<file path="config.mk">
export PLATFORM = sky130hd
export DESIGN_NAME = output_port_ctrl
export DESIGN_NICKNAME = d
export VERILOG_FILES = /design/src/rtl/out_ctrl_pkg.sv /design/src/rtl/out_fifo.sv /design/src/rtl/output_port_ctrl.sv
export SDC_FILE = /design/constraint.sdc
export NUM_CORES = 1
export LEC_CHECK = 0
export ABC_AREA = 1
export CAP_MARGIN = 20
export CORE_ASPECT_RATIO = 1.5
export CORE_UTILIZATION = 60
export DETAILED_ROUTE_END_ITERATION = 7
export GPL_ROUTABILITY_DRIVEN = 0
export PLACE_DENSITY = 0.92
export SYNTH_ARGS = -nofsm -noshare
export SYNTH_HDL_FRONTEND = slang
export SYNTH_SLANG_ARGS = --single-unit
</file>
<file path="constraint.sdc">
create_clock -name clk -period 5.83 [get_ports clk]
set_input_delay 1.166 -clock clk [delete_from_list [all_inputs] [get_ports clk]]
set_output_delay 1.166 -clock clk [all_outputs]
set_load 0.05 [all_outputs]
</file>
<file path="src/rtl/out_ctrl_pkg.sv">
// Shared types and constants for the SAP output-port controller.
// Latency: n/a (declarations only).
// Backpressure: n/a.
// Contents: out_state_t FSM encoding, reset values, count-width helper.
package out_ctrl_pkg;

  typedef enum logic [1:0] {
    IDLE = 2'd0,
    SEND = 2'd1,
    GAP  = 2'd2
  } out_state_t;

  // Reset value of the Out display latch.
  localparam int OUT_RST = 0;

  // Gap counter width; covers GAP_CYCLES in 0..255.
  localparam int GAP_W = 8;

  // Occupancy counter must represent 0..DEPTH inclusive.
  function automatic int cnt_w(input int depth);
    return $clog2(depth) + 1;
  endfunction

endpackage

</file>
<file path="src/rtl/out_fifo.sv">
// Synchronous DEPTH x DATA_W queue between the OutLoad capture and the peripheral port.
// Latency: pushed byte visible on o_head one edge later when the queue was empty.
// Backpressure: none internally; caller qualifies i_push with not-full and i_pop with not-empty.
// Ports: clk, rst (async active-low), i_push/i_din write tail, i_pop advances head,
//        o_head = entry at head, o_count = entries held (0..DEPTH).
module out_fifo
  import out_ctrl_pkg::*;
#(
  parameter int DATA_W = 8,
  parameter int DEPTH  = 4
) (
  input  logic                     clk,
  input  logic                     rst,
  input  logic                     i_push,
  input  logic [DATA_W-1:0]        i_din,
  input  logic                     i_pop,
  output logic [DATA_W-1:0]        o_head,
  output logic [cnt_w(DEPTH)-1:0]  o_count
);

  localparam int AW = $clog2(DEPTH);
  localparam int CW = cnt_w(DEPTH);

  logic [DATA_W-1:0] r_mem [DEPTH];
  logic [AW-1:0]     r_wr_ptr;
  logic [AW-1:0]     r_rd_ptr;
  logic [CW-1:0]     r_count;

  // DEPTH is a power of two, so pointer overflow is the modulo wrap.
  always_ff @(posedge clk or negedge rst) begin
    if (!rst) begin
      r_wr_ptr <= '0;
      r_rd_ptr <= '0;
      r_count  <= '0;
      for (int i = 0; i < DEPTH; i++) begin
        r_mem[i] <= '0;
      end
    end else begin
      if (i_push) begin
        r_mem[r_wr_ptr] <= i_din;
        r_wr_ptr        <= r_wr_ptr + 1'b1;
      end
      if (i_pop) begin
        r_rd_ptr <= r_rd_ptr + 1'b1;
      end
      case ({i_push, i_pop})
        2'b10:   r_count <= r_count + 1'b1;
        2'b01:   r_count <= r_count - 1'b1;
        default: r_count <= r_count;
      endcase
    end
  end

  assign o_head  = r_mem[r_rd_ptr];
  assign o_count = r_count;

endmodule

</file>
<file path="src/rtl/output_port_ctrl.sv">
// SAP OUT path: latches bus bytes on OutLoad for display, queues them, and paces them
// to a valid/ready peripheral port with GAP_CYCLES idle cycles between transfers.
// Latency: push at edge N -> PortValid after edge N+1. Backpressure: OutStall while queue full;
// loads while full are dropped and set sticky Overflow.
// Ports: clk, rst (async active-low), BusIn/OutLoad capture, Out display latch,
//        PortData/PortValid/PortReady peripheral handshake, Count occupancy, OutStall, Overflow.
// Option: define OUT_PARITY_EN to add PortParity = ^PortData (even parity).
module output_port_ctrl
  import out_ctrl_pkg::*;
#(
  parameter int DATA_W     = 8,
  parameter int DEPTH      = 4,
  parameter int GAP_CYCLES = 2
) (
  input  logic                     clk,
  input  logic                     rst,
  input  logic [DATA_W-1:0]        BusIn,
  input  logic                     OutLoad,
  output logic                     OutStall,
  output logic [DATA_W-1:0]        Out,
  output logic [DATA_W-1:0]        PortData,
  output logic                     PortValid,
`ifdef OUT_PARITY_EN
  output logic                     PortParity,
`endif
  input  logic                     PortReady,
  output logic [cnt_w(DEPTH)-1:0]  Count,
  output logic                     Overflow
);

  localparam int CW = cnt_w(DEPTH);
  localparam logic [CW-1:0] FULL_CNT = CW'(DEPTH);
  localparam logic [CW-1:0] ONE_CNT  = CW'(1);

  out_state_t        r_state;
  logic [GAP_W-1:0]  r_gap;
  logic              r_port_valid;
  logic [DATA_W-1:0] r_out;
  logic              r_overflow;

  logic [CW-1:0]     w_count;
  logic [DATA_W-1:0] w_head;
  logic              w_full;
  logic              w_push;
  logic              w_pop;

  // Full is judged on the pre-edge count only: a same-edge pop never frees a slot.
  assign w_full = (w_count == FULL_CNT);
  assign w_push = OutLoad & ~w_full;
  assign w_pop  = r_port_valid & PortReady;

  out_fifo #(
    .DATA_W (DATA_W),
    .DEPTH  (DEPTH)
  ) u_fifo (
    .clk     (clk),
    .rst     (rst),
    .i_push  (w_push),
    .i_din   (BusIn),
    .i_pop   (w_pop),
    .o_head  (w_head),
    .o_count (w_count)
  );

  // Display latch and sticky overflow.
  always_ff @(posedge clk or negedge rst) begin
    if (!rst) begin
      r_out      <= DATA_W'(OUT_RST);
      r_overflow <= 1'b0;
    end else begin
      if (w_push) begin
        r_out <= BusIn;
      end
      if (OutLoad && w_full) begin
        r_overflow <= 1'b1;
      end
    end
  end

  // Port sequencer. PortValid is registered and only falls on a transfer edge,
  // so the FIFO head it qualifies cannot change underneath the peripheral.
  always_ff @(posedge clk or negedge rst) begin
    if (!rst) begin
      r_state      <= IDLE;
      r_gap        <= '0;
      r_port_valid <= 1'b0;
    end else begin
      case (r_state)
        IDLE: begin
          if (w_count != '0) begin
            r_state      <= SEND;
            r_port_valid <= 1'b1;
          end
        end
        SEND: begin
          if (PortReady) begin
            if (GAP_CYCLES == 0) begin
              // Back-to-back: keep valid if anything is left after this pop.
              if ((w_count != ONE_CNT) || w_push) begin
                r_state      <= SEND;
                r_port_valid <= 1'b1;
              end else begin
                r_state      <= IDLE;
                r_port_valid <= 1'b0;
              end
            end else begin
              r_state      <= GAP;
              r_port_valid <= 1'b0;
              r_gap        <= GAP_W'(GAP_CYCLES);
            end
          end
        end
        GAP: begin
          r_gap <= r_gap - 1'b1;
          if (r_gap == GAP_W'(1)) begin
            if (w_count != '0) begin
              r_state      <= SEND;
              r_port_valid <= 1'b1;
            end else begin
              r_state      <= IDLE;
              r_port_valid <= 1'b0;
            end
          end
        end
        default: begin
          r_state      <= IDLE;
          r_port_valid <= 1'b0;
        end
      endcase
    end
  end

  assign OutStall  = w_full;
  assign Out       = r_out;
  assign PortData  = w_head;
  assign PortValid = r_port_valid;
  assign Count     = w_count;
  assign Overflow  = r_overflow;

`ifdef OUT_PARITY_EN
  assign PortParity = ^w_head;
`endif

endmodule

</file>
==> flow_summary.toml, run 1 <==
[timing]
tns_ns = 0
post-route-min-period_ns = 3.62
relSlewSlack_pct = 51.9
hold_viol = 0
finalCritPeriodShare_pct = 62.1
rsz0062_at_grt = "false"
worst_hold_slack_ns = 0.455
fmax_ghz = 0.276
worst_pin_slew_ns = 0.721
fin_skew_ns = 0.00445
timing.final.max_slew_violations = 0
finalSetupViolCount = 0

[clock_tree]
clk_pin_slew_ns = 0.06
cts_max_level = 3
cts_resized = 0
cts_tree = "done"
clk_path_buf_depth = 2
clkLatencyLatePin_ns = 0.34
hold_buffers = 0
cts.sinks = 59
numCtsBuffers = 9
cts_setup_buffers = 0
cts_root_buffer = "clkbuf_8"

[pwr]
ir_worst_vdd_uv = 183
combPwrFrac_pct = 2.7
pwr-share-clk_pct = 44.9
seq_power_share_pct = 52.4
p_switching_mw = 0.163
p_sw_share_pct = 20.8
internal_power_mw = 0.619
powerDensity_nw_per_um2 = 232
p_leak_nw = 1.68

[grt]
grt_pass1_vias = 2208
grt_antenna_before_repair = 0
grt_usage_pct = 26.7
overflow = 0
grt_pass1_wl_microns = 9870
grt_max_degree = 60

[synth]
avgSynthCellArea_sq_um = 8.81
synth_top_family_by_area = "simple AND/OR/NAND/NOR gates"
synthSimpleGateAreaFrac_pct = 21.0
synth-xor-area-share_pct = 1.53
syn_nets = 344
synthAdderAreaFrac_pct = 3.77
syn_inst = 324
synth-seq-area-share_pct = 51.7
yosysWarnings = 0
yosys.cell_types.count = 26
synth.cell_area_sq_um = 2860
ys_seq_elements = 59
synth_compound_area_share_pct = 15.3
synthMuxAreaShare_pct = 0

[route]
vias_per_cell = 5.43
drc_errors = 0
firstDrtPassIters = 4
vias = 2307
wirelength_microns = 5970
antenna_left = 0
first_iter_violations = 128
routedWlPerCell_microns = 14.1

[critical_path]
crit_path_end_kind = "primary output"
cp-start-kind = "register"
r2r_setup_slack_ns = 3.76
cp_data_required_time_ns = 4.66
crit_path_end = "PortData[7]"
reg2reg_to = "u_fifo.o_count[2]"
crit_start = "u_fifo.r_rd_ptr[0]"
r2r-start = "u_fifo.o_count[0]"
worstPathArrival_ns = 2.46
cp_max_fo = 18
criticalPathCategory = "register to primary output"
reg2reg_depth = 9

[floorplan]
boundaryPins = 34
die-area_sq_um = 5040
rows = 30
dieWidth_microns = 58.3
start_util_pct = 62.9
die_h_microns = 86.5
coreArea_sq_um = 4540

[job]
cap_viol_max_count = 0

[cells_and_area]
nets = 378
drive_gt1_share_pct = 6.65
diodes = 0
area_delta_synth_final_pct = 18.0

[place]
dp_hpwl_microns = 4190
portBuffers = 33

[outcome]
status = "finished clean"

[min_path]
hold_path_class = "register to register"
==> state kept, by name, summed over array words and instances, names as in the netlist <==
register	flops
Out	8
Overflow	1
PortValid	1
r_gap	8
r_state	2
u_fifo.o_count	3
u_fifo.r_mem	32
u_fifo.r_rd_ptr	2
u_fifo.r_wr_ptr	2
==> power groups by stage <==
stage,combinational (mW),sequential [mW],clock [mW]
after floorplan,0.00165,0.417,0
after global placement,0.0212,0.417,0
after detailed placement,0.0214,0.417,0
after CTS,0.0215,0.410,0.355
after global routing,0.0233,0.409,0.374
final,0.0210,0.410,0.351
==> kinds of logic (layout without fill, tap and decap cells) <==
kind of cell / after synthesis / in the layout
compound gates: 76 / 76
xor+xnor: 5 / 5
fa+ha+maj: 8 / 8
buf+inv: 40 / 77
flops: 59 / 59
simple gates: 136 / 136
==> per-layer routing <==
metal  global-route usage, %  vias to the layer above  part of all wire, %  routed length [microns]
met2                    43.3                       67                   52                     3130
li1                        -                     1116                    -                        -
met4                    16.2                        0                  3.1                      184
met5                       0                        -                    0                        0
met1                    31.1                     1105                   40                     2410
met3                    7.31                       19                  4.3                      255
==> area by class of cell <==
type                            count  area, sq um
Multi-Input combinational cell    225         1190
Clock inverter                      3         40.0
Sequential cell                    59         1480
Inverter                           29          109
Clock buffer                       11          141
Timing Repair Buffer               34          333
Tap cell                           64         80.1
Fill cell                         344         1170
==> cell usage after synthesis <==
cell type / n / area share, %
a21o_1: 1 / 0.26
a21oi_1: 6 / 1.1
buf_2: 4 / 0.70
buf_4: 1 / 0.26
buf_6: 4 / 1.6
clkbuf_1: 2 / 0.26
dfrtp_1: 59 / 52
fa_1: 1 / 0.70
ha_1: 7 / 3.1
inv_1: 27 / 3.5
inv_2: 2 / 0.26
nand2_1: 86 / 11
nand2_8: 1 / 0.70
nand3_1: 10 / 1.8
nand3_4: 1 / 0.61
nand3b_1: 1 / 0.26
nand4_1: 1 / 0.22
nor2_1: 28 / 3.7
nor2_4: 5 / 2.0
nor3_1: 3 / 0.53
o21a_1: 18 / 4.7
o21ai_0: 33 / 5.8
o21ai_1: 10 / 1.8
o22ai_1: 8 / 1.8
xnor2_1: 1 / 0.31
xor2_1: 4 / 1.2
==> worst max-delay path: stages, from the launching register on <==
cell             delay, ns
dfrtp_1               0.55
inv_1                 0.43
o21ai_0               0.16
o22ai_1               0.15
clkdlybuf4s50_1       0.82
==> worst min path at each step <==
stage / endpoint / cells after the start / start / slack [ns]
floorplan: u_fifo.r_mem[15] / 2 / u_fifo.r_mem[15] / 0.45
global placement: Overflow / 1 / Overflow / 0.44
detailed placement: Overflow / 1 / Overflow / 0.45
CTS: Overflow / 1 / Overflow / 0.46
global route: Overflow / 1 / Overflow / 0.48
finish: Overflow / 1 / Overflow / 0.45
==> through the flow <==
| step | setup WS (ns) | instances | cell area (sq um) | power, mW | utilization (%) |
|---|---|---|---|---|---|
| after floorplan | 3.01 | 324 | 2860 | 0.419 | - |
| after global placement | 2.62 | 411 | 3190 | 0.438 | 70.2 |
| after detailed placement | 2.57 | 411 | 3190 | 0.438 | 70.2 |
| after CTS | 2.21 | 425 | 3370 | 0.786 | 74.2 |
| after global routing | 2.07 | 425 | 3370 | 0.807 | 74.2 |
| final | 2.21 | 425 | 3370 | 0.782 | 74.2 |
==> cells in the final DEF (no fill, tap or decap), drive strengths merged, types with 2 or more instances in the layout <==
| cell | synthesis | final |
|---|---|---|
| nor2 | 33 | 33 |
| nand3 | 11 | 11 |
| clkinv | 0 | 2 |
| dfrtp | 59 | 59 |
| inv | 29 | 29 |
| clkbuf | 2 | 11 |
| o21ai | 43 | 43 |
| a21oi | 6 | 6 |
| ha | 7 | 7 |
| o22ai | 8 | 8 |
| nor3 | 3 | 3 |
| buf | 9 | 2 |
| xor2 | 4 | 4 |
| nand2 | 87 | 87 |
| clkdlybuf4s50 | 0 | 32 |
| o21a | 18 | 18 |
No activity file was read; power rests on OpenSTA's default activity.
==> inputs of run 2 (changes only) <==
--- a/config.mk
+++ b/config.mk
@@ -8,10 +8,10 @@
 export ABC_AREA = 1
 export CAP_MARGIN = 20
 export CORE_ASPECT_RATIO = 1.5
-export CORE_UTILIZATION = 60
+export CORE_UTILIZATION = 55
 export DETAILED_ROUTE_END_ITERATION = 7
 export GPL_ROUTABILITY_DRIVEN = 0
-export PLACE_DENSITY = 0.92
+export PLACE_DENSITY = 0.86
 export SYNTH_ARGS = -nofsm -noshare
 export SYNTH_HDL_FRONTEND = slang
 export SYNTH_SLANG_ARGS = --single-unit
==> constraint.sdc (replaced) <==
create_clock -name clk -period 3.7 [get_ports clk]
set_input_delay 0.74 -clock clk [delete_from_list [all_inputs] [get_ports clk]]
set_output_delay 0.74 -clock clk [all_outputs]
set_load 0.05 [all_outputs]
==> flow_summary.toml, run 2 (synthesis results as in run 1) <==
[outcome]
status = "finished clean"

[place]
dp.cells = 414
portBuffers = 33
dp_hpwl_microns = 4300
place_ws_ns = 0.846
dpl_cell_area_sq_um = 3200

[pwr]
p_switching_mw = 0.260
ir_worst_vdd_uv = 260
power.total_mw = 1.23
seq_power_share_pct = 52.4
p_sw_share_pct = 21.1
p_leak_nw = 1.69
combPwrFrac_pct = 2.7
internal_power_mw = 0.972
pwr-share-clk_pct = 44.9
powerDensity_nw_per_um2 = 364

[timing]
setup_slack_ns = 0.706
finalCritPeriodShare_pct = 80.9
tns_ns = 0
fin_skew_ns = 0.00491
worst_pin_slew_ns = 0.948
timing.final.max_slew_violations = 0
finalSetupViolCount = 0
relSlewSlack_pct = 36.8
post-route-min-period_ns = 2.99
rsz0062_at_grt = "false"
fmax_ghz = 0.334
hold_viol = 0

[grt]
overflow = 0
use_met1_pct = 31.5
grt_pass1_vias = 2241
top_usage_layer = "met2"
grt_pass1_wl_microns = 10200
use_met2_pct = 40.2
use_met3_pct = 6.19
grt_usage_pct = 25.4
grt_antenna_before_repair = 0
grt_max_degree = 44

[critical_path]
criticalPathCategory = "register to primary output"
worstPathArrival_ns = 2.25
cp_cell_sequence = "inv_1 > o21ai_0 > o22ai_1 > clkdlybuf4s50_1"
cp-start-kind = "register"
max_stage_delay_ns = 0.85
cp_max_fo = 17
cp_slowest_cell = "clkdlybuf4s50_1"
crit_path_end_kind = "primary output"
cp_data_required_time_ns = 2.96

[cells_and_area]
largest_register = "u_fifo.r_mem"
area_delta_synth_final_pct = 18.7
largest_reg_flops = 32
fin_cells = 430
nFillCells = 413
final_cell_mix = "nand2_1 (86), dfrtp_1 (59), o21ai_0 (33)"
multi_input_area_sq_um = 1190
drive_gt1_share_pct = 7.14
fin_area_sq_um = 3390
diodes = 0
final_common_cell = "nand2_1"
nets = 379
register_area_sq_um = 1480

[route]
routedWlPerCell_microns = 14.1
first_iter_violations = 109
drc_errors = 0
antenna_left = 0
vias_per_cell = 5.41
firstDrtPassIters = 4
wirelength_microns = 6070
vias = 2325

[floorplan]
boundaryPins = 34
dieWidth_microns = 60.8
start_util_pct = 58.0
coreArea_sq_um = 4930
rows = 31
die_h_microns = 90.2
die-area_sq_um = 5490

[clock_tree]
hold_buffers = 0
cts_max_level = 3
cts.sinks = 59
cts_setup_buffers = 0
cts_root_buffer = "clkbuf_8"
clk_pin_slew_ns = 0.06
cts_tree = "done"
cts_resized = 0
clkLatencyLatePin_ns = 0.34
clk_path_buf_depth = 2
numCtsBuffers = 9

[min_path]
hold_path_class = "register to register"

[job]
cap_viol_max_count = 0
-- run 2: cell count changes in the layout (fill, tap and decap cells not counted) --
cell / before / now
clkbuf_1: 1 / 2
buf_4: 1 / 2
bufinv_16: 1 / 0
clkinv_2: 2 / 1
clkbuf_8: 10 / 13
-- run 2: routing by layer --
metal,vias to the layer above,wire (microns)
li1,1121,-
met1,1118,2480
met2,69,3160
met3,17,241
met4,0,186
met5,-,0
-- run 2: worst paths after layout --
check / start / end / slack (ns) / cells after the start
max: u_fifo.r_rd_ptr[0] / PortData[2] / 0.71 / 4
min in group asynchronous: rst / u_fifo.r_mem[6] / 0.55 / 1
max in group asynchronous: rst / Out[1] / 2.38 / 2
max reg2reg: u_fifo.o_count[0] / u_fifo.o_count[2] / 1.55 / 9
min: Overflow / Overflow / 0.47 / 1
min reg2reg: Overflow / Overflow / 0.47 / 1
-- run 2: cell type report --
type | count | share of cell area, %
Timing Repair Buffer | 35 | 10.0
Inverter | 29 | 3.21
Multi-Input combinational cell | 225 | 35.1
Clock inverter | 1 | 0.148
Sequential cell | 59 | 43.6
Tap cell | 66 | 2.44
Clock buffer | 15 | 5.50
-- run 2: power groups by stage --
stage	combinational [mW]	sequential, mW	clock (mW)
after floorplan	0.00259	0.657	0
after global placement	0.0334	0.657	0
after detailed placement	0.0338	0.657	0
after CTS	0.0339	0.645	0.563
after global routing	0.0374	0.645	0.588
final	0.0331	0.645	0.554
-- run 2: worst max-delay path: cells and delay by family (launching register included) --
| kind | cells | cell delay, ns |
|---|---|---|
| buffers and inverters | 2 | 1.23 |
| AOI/OAI and AO/OA | 2 | 0.30 |
| DFF | 1 | 0.38 |
-- run 2: stage by stage --
stage,util [%],hold WS (ns)
finish,68.8,0.475
global route,68.8,0.490
CTS,68.8,0.486
detailed placement,64.9,0.469
global placement,64.9,0.456
floorplan,-,0.444
